--- config.mk ---
export PLATFORM = sky130hd
export DESIGN_NAME = memory_arbiter
export DESIGN_NICKNAME = d
export VERILOG_FILES = /design/src/rtl/mem_pkg.sv /design/src/rtl/rr_select2.sv /design/src/rtl/memory_arbiter.sv
export SDC_FILE = /design/constraint.sdc
export NUM_CORES = 1
export LEC_CHECK = 0
export ABC_AREA = 0
export CAP_MARGIN = 0
export CORE_UTILIZATION = 43
export CTS_CLUSTER_DIAMETER = 40
export CTS_CLUSTER_SIZE = 28
export DETAILED_ROUTE_END_ITERATION = 10
export HOLD_SLACK_MARGIN = 0.1
export PLACE_DENSITY = 0.85
export SLEW_MARGIN = 20
export SYNTH_ARGS = -nofsm -noshare
export SYNTH_HDL_FRONTEND = slang
export SYNTH_SLANG_ARGS = --single-unit
--- constraint.sdc ---
create_clock -name CLOCK -period 3.8 [get_ports CLOCK]
set_input_delay 0.76 -clock CLOCK [delete_from_list [all_inputs] [get_ports CLOCK]]
set_output_delay 0.76 -clock CLOCK [all_outputs]
set_load 0.02 [all_outputs]
--- src/rtl/mem_pkg.sv ---
// rtl/mem_pkg.sv - shared memory types, flags, sizes and arbiter state encoding
package mem_pkg;

    localparam int MEMSIZE = 16;
    localparam int REGSIZE = 8;

    typedef logic [REGSIZE-1:0] DEFAULT_TYPE;

    typedef enum logic [3:0] {
        MEMORY_STAY  = 4'd0,
        MEMORY_READ  = 4'd1,
        MEMORY_WRITE = 4'd2
    } MEMORY_FLAG;

    typedef enum logic [1:0] {
        ARB_IDLE,
        ARB_ACCESS,
        ARB_DONE
    } arb_state_t;

endpackage

--- src/rtl/rr_select2.sv ---
// rtl/rr_select2.sv - combinational two-way round-robin picker
// Ports:
//   req[1:0]  in   per-port request
//   prio      in   port favoured when both request
//   gnt_valid out  at least one request present
//   gnt_sel   out  index of the winning port
module rr_select2 (
    input  logic [1:0] req,
    input  logic       prio,
    output logic       gnt_valid,
    output logic       gnt_sel
);

    always_comb begin
        gnt_valid = |req;
        gnt_sel   = 1'b0;
        case (req)
            2'b10:   gnt_sel = 1'b1;
            2'b11:   gnt_sel = prio;
            default: gnt_sel = 1'b0;
        endcase
    end

endmodule

--- src/rtl/memory_arbiter.sv ---
// rtl/memory_arbiter.sv - two-port round-robin arbiter in front of the single-port memory_unit
// Ports:
//   CLOCK, RESET            clock; synchronous active-low reset
//   req/we[1:0]             per-port request and write enable (port 0 fetch, port 1 data)
//   addr0/1, wdata0/1       per-port word address and write data
//   ack/err[1:0]            one-cycle completion pulse and out-of-range flag of the winner
//   rdata                   read result, valid with ack
//   busy                    high while an access is in flight (ACCESS, DONE)
//   mem_flag/addr/wdata     command to memory_unit
//   mem_rdata               combinational read data from memory_unit
module memory_arbiter #(
    parameter int MEMSIZE = mem_pkg::MEMSIZE,
    parameter int REGSIZE = mem_pkg::REGSIZE
) (
    input  logic               CLOCK,
    input  logic               RESET,
    input  logic [1:0]         req,
    input  logic [1:0]         we,
    input  logic [REGSIZE-1:0] addr0,
    input  logic [REGSIZE-1:0] addr1,
    input  logic [REGSIZE-1:0] wdata0,
    input  logic [REGSIZE-1:0] wdata1,
    output logic [1:0]         ack,
    output logic [1:0]         err,
    output logic [REGSIZE-1:0] rdata,
    output logic               busy,
    output logic [3:0]         mem_flag,
    output logic [REGSIZE-1:0] mem_addr,
    output logic [REGSIZE-1:0] mem_wdata,
    input  logic [REGSIZE-1:0] mem_rdata
);

    import mem_pkg::*;

    arb_state_t         state, state_d;
    logic               prio;
    logic               gnt_valid, gnt_sel;
    logic               sel_q, we_q;
    logic [REGSIZE-1:0] addr_q, wdata_q;
    logic               in_range;

    rr_select2 u_rr_select2 (
        .req       (req),
        .prio      (prio),
        .gnt_valid (gnt_valid),
        .gnt_sel   (gnt_sel)
    );

    // Compared at address width so large addresses never alias into range.
    assign in_range = (addr_q < REGSIZE'(MEMSIZE));

    always_ff @(posedge CLOCK) begin
        if (!RESET) begin
            state <= ARB_IDLE;
        end else begin
            state <= state_d;
        end
    end

    always_comb begin
        state_d   = state;
        busy      = 1'b0;
        mem_flag  = MEMORY_STAY;
        mem_addr  = '0;
        mem_wdata = '0;
        case (state)
            ARB_IDLE: begin
                if (gnt_valid) begin
                    state_d = ARB_ACCESS;
                end
            end
            ARB_ACCESS: begin
                busy      = 1'b1;
                mem_addr  = addr_q;
                mem_wdata = wdata_q;
                if (in_range) begin
                    mem_flag = we_q ? MEMORY_WRITE : MEMORY_READ;
                end
                state_d = ARB_DONE;
            end
            ARB_DONE: begin
                busy    = 1'b1;
                state_d = ARB_IDLE;
            end
            default: state_d = ARB_IDLE;
        endcase
        // A reset landing mid-access must not let the write reach memory.
        if (!RESET) begin
            mem_flag = MEMORY_STAY;
        end
    end

    // ack/err are loaded at the ACCESS->DONE edge so they are high exactly in DONE.
    always_ff @(posedge CLOCK) begin
        if (!RESET) begin
            prio    <= 1'b0;
            ack     <= '0;
            err     <= '0;
            rdata   <= '0;
            sel_q   <= 1'b0;
            we_q    <= 1'b0;
            addr_q  <= '0;
            wdata_q <= '0;
        end else begin
            case (state)
                ARB_IDLE: begin
                    ack <= '0;
                    err <= '0;
                    if (gnt_valid) begin
                        sel_q   <= gnt_sel;
                        we_q    <= we[gnt_sel];
                        addr_q  <= gnt_sel ? addr1 : addr0;
                        wdata_q <= gnt_sel ? wdata1 : wdata0;
                    end
                end
                ARB_ACCESS: begin
                    ack   <= {sel_q, ~sel_q};
                    err   <= in_range ? 2'b00 : {sel_q, ~sel_q};
                    rdata <= (in_range && !we_q) ? mem_rdata : '0;
                end
                ARB_DONE: begin
                    ack  <= '0;
                    err  <= '0;
                    prio <= ~sel_q;
                end
                default: begin
                    ack <= '0;
                    err <= '0;
                end
            endcase
        end
    end

endmodule

==> flow_summary.toml <==
[run_status]
status = "completed"

[min_path]
hold_class = "reg -> reg"
min-delay-start = "sel_q"

[setup_path]
cp_top_family = "buffers and inverters"
crit_fanout = 21
required_ns = 3.04
cp-start-kind = "flop"
crit_start = "state[1]"
slowest_delay_ns = 0.61
cp.arrival_ns = 2.22
path_buf_inv = 2
worstSetupPathType = "reg -> out"
r2r-start = "state[1]"
endpoint_kind = "primary output"
critical_path.slowest_cell = "clkdlybuf4s50_1"
path_cells = "inv_1 -> ha_1 -> nand3_1 -> nor2_1 -> clkdlybuf4s50_1"

[finish]
fillCellCount = 266
drive_above_1_share_pct = 6.30
antenna_cells = 0
finish.utilization_pct = 70.3
layout_common_cells = "clkdlybuf4s50_1 (76), dfxtp_1 (33), o21ai_0 (32)"
layout_commonest_cell = "clkdlybuf4s50_1"
syn_to_final_growth_pct = 50.8
fin_nets = 303

[cts]
clkLatencyLatePin_ns = 0.29
cts_buffers = 5
root_buffer = "clkbuf_8"
cts.clk_slew.worst_paths_ns = 0.07
h-tree-depth = 2
cts_resized = 0
clockBufferDepth = 2
ctsHoldBuffers = 0
cts_tree = "done"
cts_setup_buffers = 0
clock_sinks = 33

[sta]
grt_setup_unrepaired = "no"
drv_slew = 0
setup_viol = 0
tightest_slew_ns = 0.564
fin_skew_ns = 0.00736
slew_headroom_pct = 62.4
hold_violations = 0
fin_tns_setup_ns = 0
fmaxAchievable_mhz = 336
period_share_pct = 78.4
period_needed_ns = 2.98

[routing]
ant_nets = 0
drt-initial-drc-count = 138
routed_wl_um = 4300
viasPerCell = 5.36
route.detailed.wl_per_inst_um = 14.3
drc = 0
dr_total_vias = 1607
firstDrtPassIters = 5

[synthesis]
synthSimpleGateAreaFrac_pct = 15.7
yosysTopAreaCellShare_pct = 41.2
synthTopCellsByArea = "dfxtp_1 (41%), o21ai_0 (10%), a31oi_1 (6.6%), and2_1 (6.6%), a21oi_1 (5.3%)"
synth_xor_area_share_pct = 0
synth_top_family_by_area = "compound AO/OA/AOI/OAI gates"
syn_area_um2 = 1600
yosysWarnings = 0
ys_seq_elements = 33
synth_adder_area_share_pct = 3.12
yosysTopAreaCell = "dfxtp_1"
synthMuxAreaShare_pct = 1.25
synth_cells = 183
synth_compound_area_share_pct = 30.1
yosysSeqAreaShare_pct = 41.2
synth_area_per_cell_um2 = 8.77
synthDistinctLibCells = 30

[global_routing]
met2_usage_pct = 36.4
met1_usage_pct = 29.9
grt_max_degree = 32
grt_pass1_vias = 1547
use_met3_pct = 5.43
track_usage_pct = 22.9
grt_overflow_total = 0
grt_pass1_wl_um = 7240
busiest_layer = "met2"
antenna_found_initial = 0

[placement]
numPortBuffers = 76
hpwlAfterDp_um = 2940
gp_congestion = 0.727

[die]
die_w_um = 63.1
fp-row-count = 21
core_um2 = 3440
initial_core_util_pct = 46.6
die-height_um = 63.1
pin_count = 79
dieArea_um2 = 3980

[flow_run]
max_cap_violations = 0

[pwr]
vdd_ir_drop_max_uv = 244
power_density_nw_per_um2 = 375
finalPower_uw = 908
leakage_nw = 0.878
## through the flow
step	cells	setup slack, ns	hold WS (ns)	area, um^2
final	300	0.822	0.479	2420
after floorplan	184	1.68	0.433	1610
after CTS	300	0.805	0.486	2420
after global placement	292	0.924	0.455	2340
after global routing	300	0.593	0.524	2420
after detailed placement	292	0.915	0.466	2340
## worst reg2reg max path, delay by kind of cell (launching register included)
kind | cells | cell delay [ns]
flops | 1 | 0.33
simple gates | 2 | 0.65
compound gates | 1 | 0.19
buf+inv | 1 | 0.10
fa+ha+maj | 1 | 0.52
## worst paths after layout
check                      to  slack (ns)  cells past startpoint
setup / recovery  mem_flag[1]        0.82                      5
hold / removal         ack[0]        0.48                      1
setup reg to reg     rdata[4]        1.93                      5
hold reg to reg        ack[0]        0.48                      1
## Yosys cell counts
| cell type | n |
|---|---|
| and3_1 | 1 |
| nand3_1 | 1 |
| a32oi_1 | 9 |
| conb_1 | 1 |
| and2_1 | 17 |
| clkbuf_1 | 6 |
| a31oi_1 | 17 |
| o311a_2 | 1 |
| a21oi_1 | 17 |
| nor2_1 | 3 |
| nor2b_1 | 12 |
| o21ai_4 | 1 |
| nand2_1 | 1 |
| nor4_2 | 1 |
| buf_8 | 1 |
| o21a_4 | 1 |
| nor3_1 | 1 |
| o21ai_1 | 2 |
| nor3b_1 | 1 |
| nand2b_2 | 1 |
| inv_1 | 6 |
| dfxtp_1 | 33 |
| o21ai_0 | 32 |
| buf_4 | 5 |
| mux2i_1 | 2 |
| buf_2 | 2 |
| buf_6 | 2 |
| ha_1 | 4 |
| clkbuf_2 | 1 |
| and2b_4 | 1 |
## cell type report
| type | instances | area (um^2) | area share (%) |
|---|---|---|---|
| clock inverters | 2 | 10.0 | 0.414 |
| well taps | 46 | 57.6 | 2.38 |
| clock buffers | 6 | 72.6 | 3.00 |
| inverters | 6 | 22.5 | 0.931 |
| repair buffers | 79 | 783 | 32.4 |
| multi-input cells | 128 | 812 | 33.6 |
| flip-flops and latches | 33 | 661 | 27.3 |
## report_power, final
group	switching, mW	internal [mW]
Sequential	0.0185	0.380
Combinational	0.133	0.127
Clock	0.123	0.127
## logic make-up after synthesis
group | Yosys count
AO/OA/AOI/OAI | 80
AND/OR/NAND/NOR | 40
flip-flops | 33
buffers and inverters | 23
adder cells (fa/ha/maj) | 4
multiplexers | 2
other | 1
## state kept, by name (all words and copies together), names as in the netlist
register / cells
err: 2
ack: 2
prio: 1
we_q: 1
wdata_q: 8
sel_q: 1
addr_q: 8
rdata: 8
state: 2
## layer usage
metal,wire (um),vias to the layer above
met5,0,-
li1,-,795
met3,290,7
met1,1980,742
met2,1960,63
met4,58,0
Power figures use the tool's default switching activity.
==> patch, RTL diff (same flow settings) <==
Re-encode `arb_state_t` (3 states) as one-hot, 3 bits wide.
--- a/src/rtl/mem_pkg.sv
+++ b/src/rtl/mem_pkg.sv
@@ -12,10 +12,10 @@
         MEMORY_WRITE = 4'd2
     } MEMORY_FLAG;
 
-    typedef enum logic [1:0] {
-        ARB_IDLE,
-        ARB_ACCESS,
-        ARB_DONE
+    typedef enum logic [2:0] {
+        ARB_IDLE   = 3'b001,
+        ARB_ACCESS = 3'b010,
+        ARB_DONE   = 3'b100
     } arb_state_t;
 
 endpackage
Formal check against the unedited RTL: same outputs for any inputs over 10 cycles, from zero or initial values and one cycle with RESET low; not proved beyond that.
==> patch against the unedited design <==
  * Power fell by 5.3%
  * Setup slack got worse by 270 ps
  * Routed wire length barely moved
  * Utilization barely moved
  * Synthesized area fell by 3.4%
  * Final area fell by 1.6%
  * Sequential cell count rose by 1
  * Register-to-register slack improved by 90 ps
  * Largest cell class is now buffers
  * Largest power group unchanged
==> patch: results <==
set metrics [dict create \
    fin_nets 271 \
    grt_pass1_vias 1508 \
    reg2reg_to "addr_q[6]$_SDFFE_PN0P_" \
    crit_fanout 9 \
    wl_mm 4.30 \
    worstMarginPinSlew_ps 713 \
    critical-path-slowest-cell "nor4_1" \
    via_per_inst 5.54 \
    slowest_delay_ps 650 \
    reg2reg_slack_ps 2020 \
    drtPass1Iterations 4 \
    min_to "rdata[3]$_SDFFE_PN0N_" \
    grt_pass1_wl_mm 6.83 \
    hold_start "rdata[3]$_SDFFE_PN0N_" \
    clock-root-buffer "clkbuf_4" \
    synthTopCellsByCount "34 x dfxtp_1, 18 x and2_1, 17 x o221a_2, 17 x o32a_1" \
    gp_congestion 0.748 \
    synthTopCellsByArea "dfxtp_1 44%, o221a_2 12%, o32a_1 11%, and2_1 7.3%, o22ai_1 3.2%" \
    r2r_start "state[0]$_SDFFE_PN1P_" \
    synth_cell_types 30 \
    skew_ps 8.39 \
    drt_iter0_markers 73 \
    reg2regPathDepth 3 \
    clkTransAtPathRegs_ps 110 \
    hpwlAfterDp_mm 3.05 \
    holdPathStages 2 \
    status "complete, no violations" \
    drive_gt1_share_pct 14.6 \
    clock_latency_ps 340 \
    grt.total_usage_pct 24.8 \
    synth-seq-area-share_pct 43.9 \
    ir_drop_v 0.000204 \
]
-- patch: cell types whose count changed after synthesis, moves of 3 or more --
cell      unedited run  this run
inv_1                6         3
a21oi_1             17         0
clkbuf_1             6        11
nor2b_1             12         2
ha_1                 4         0
o22ai_1              0         8
o21ai_0             32         1
o32a_1               0        17
a31oi_1             17         0
nand2_1              1        11
o221a_2              0        17
nand3_1              1         8
a32oi_1              9         0
-- patch: layout make-up --
class	count	area (um2)
sequential	34	681
timing repair buffer	79	783
multi-input combinational	101	767
inverter	4	15.0
fill	262	1010
clock inverter	3	40.0
clock buffer	5	37.5
tap	46	57.6
-- patch: report_power, final --
group | total (mW) | leakage [nW] | switching, mW | internal [mW]
clock | 0.262 | 0.0450 | 0.126 | 0.136
sequential | 0.407 | 0.279 | 0.0196 | 0.388
combinational | 0.190 | 0.539 | 0.0875 | 0.103
total | 0.860 | 0.863 | 0.233 | 0.627
-- patch: cells by family (layout without fill, tap and decap cells) --
| group | after synthesis | after routing | synth area share (%) |
|---|---|---|---|
| AO/OA/AOI/OAI | 47 | 47 | 29.6 |
| XOR/XNOR | 1 | 1 | 0.566 |
| buffers and inverters | 22 | 91 | 7.19 |
| flip-flops | 34 | 34 | 43.9 |
| multiplexers | 1 | 1 | 0.646 |
| other | 1 | 2 | 0.242 |
| AND/OR/NAND/NOR | 50 | 50 | 17.9 |
-- patch: metal layers --
metal / GRT usage, % / vias to the layer above / routed length, um
li1: - / 729 / -
met1: 29.8 / 711 / 1750
met2: 42.9 / 57 / 2250
met3: 6.00 / 10 / 200
met4: 8.57 / 0 / 97
met5: 0 / - / 0
-- patch: tightest hold or removal path: stages (launching register included) --
cell	delay, ps
dfxtp_1	330
nand2_1	50
o22ai_1	60
-- patch: worst max-delay path by stage --
stage,from,to,cells after the start
after floorplan,RESET,mem_flag[1],3
after global placement,RESET,mem_flag[1],4
after detailed placement,RESET,mem_flag[1],4
after CTS,addr_q[7]$_SDFFE_PN0P_,mem_flag[0],4
after global routing,addr_q[7]$_SDFFE_PN0P_,mem_flag[0],4
final,addr_q[7]$_SDFFE_PN0P_,mem_flag[0],4
-- patch: per-stage QoR --
| step | instances | total power, mW | area, um2 | worst slack [ps] | hold slack [ps] |
|---|---|---|---|---|---|
| 2_1_floorplan | 157 | 0.529 | 1550 | 1560 | 434 |
| 3_3_place_gp | 264 | 0.594 | 2300 | 909 | 457 |
| 3_5_place_dp | 264 | 0.604 | 2300 | 899 | 467 |
| 4_1_cts | 272 | 0.864 | 2380 | 557 | 482 |
| 5_1_grt | 272 | 0.896 | 2380 | 294 | 497 |
| 6_report | 272 | 0.860 | 2380 | 554 | 477 |
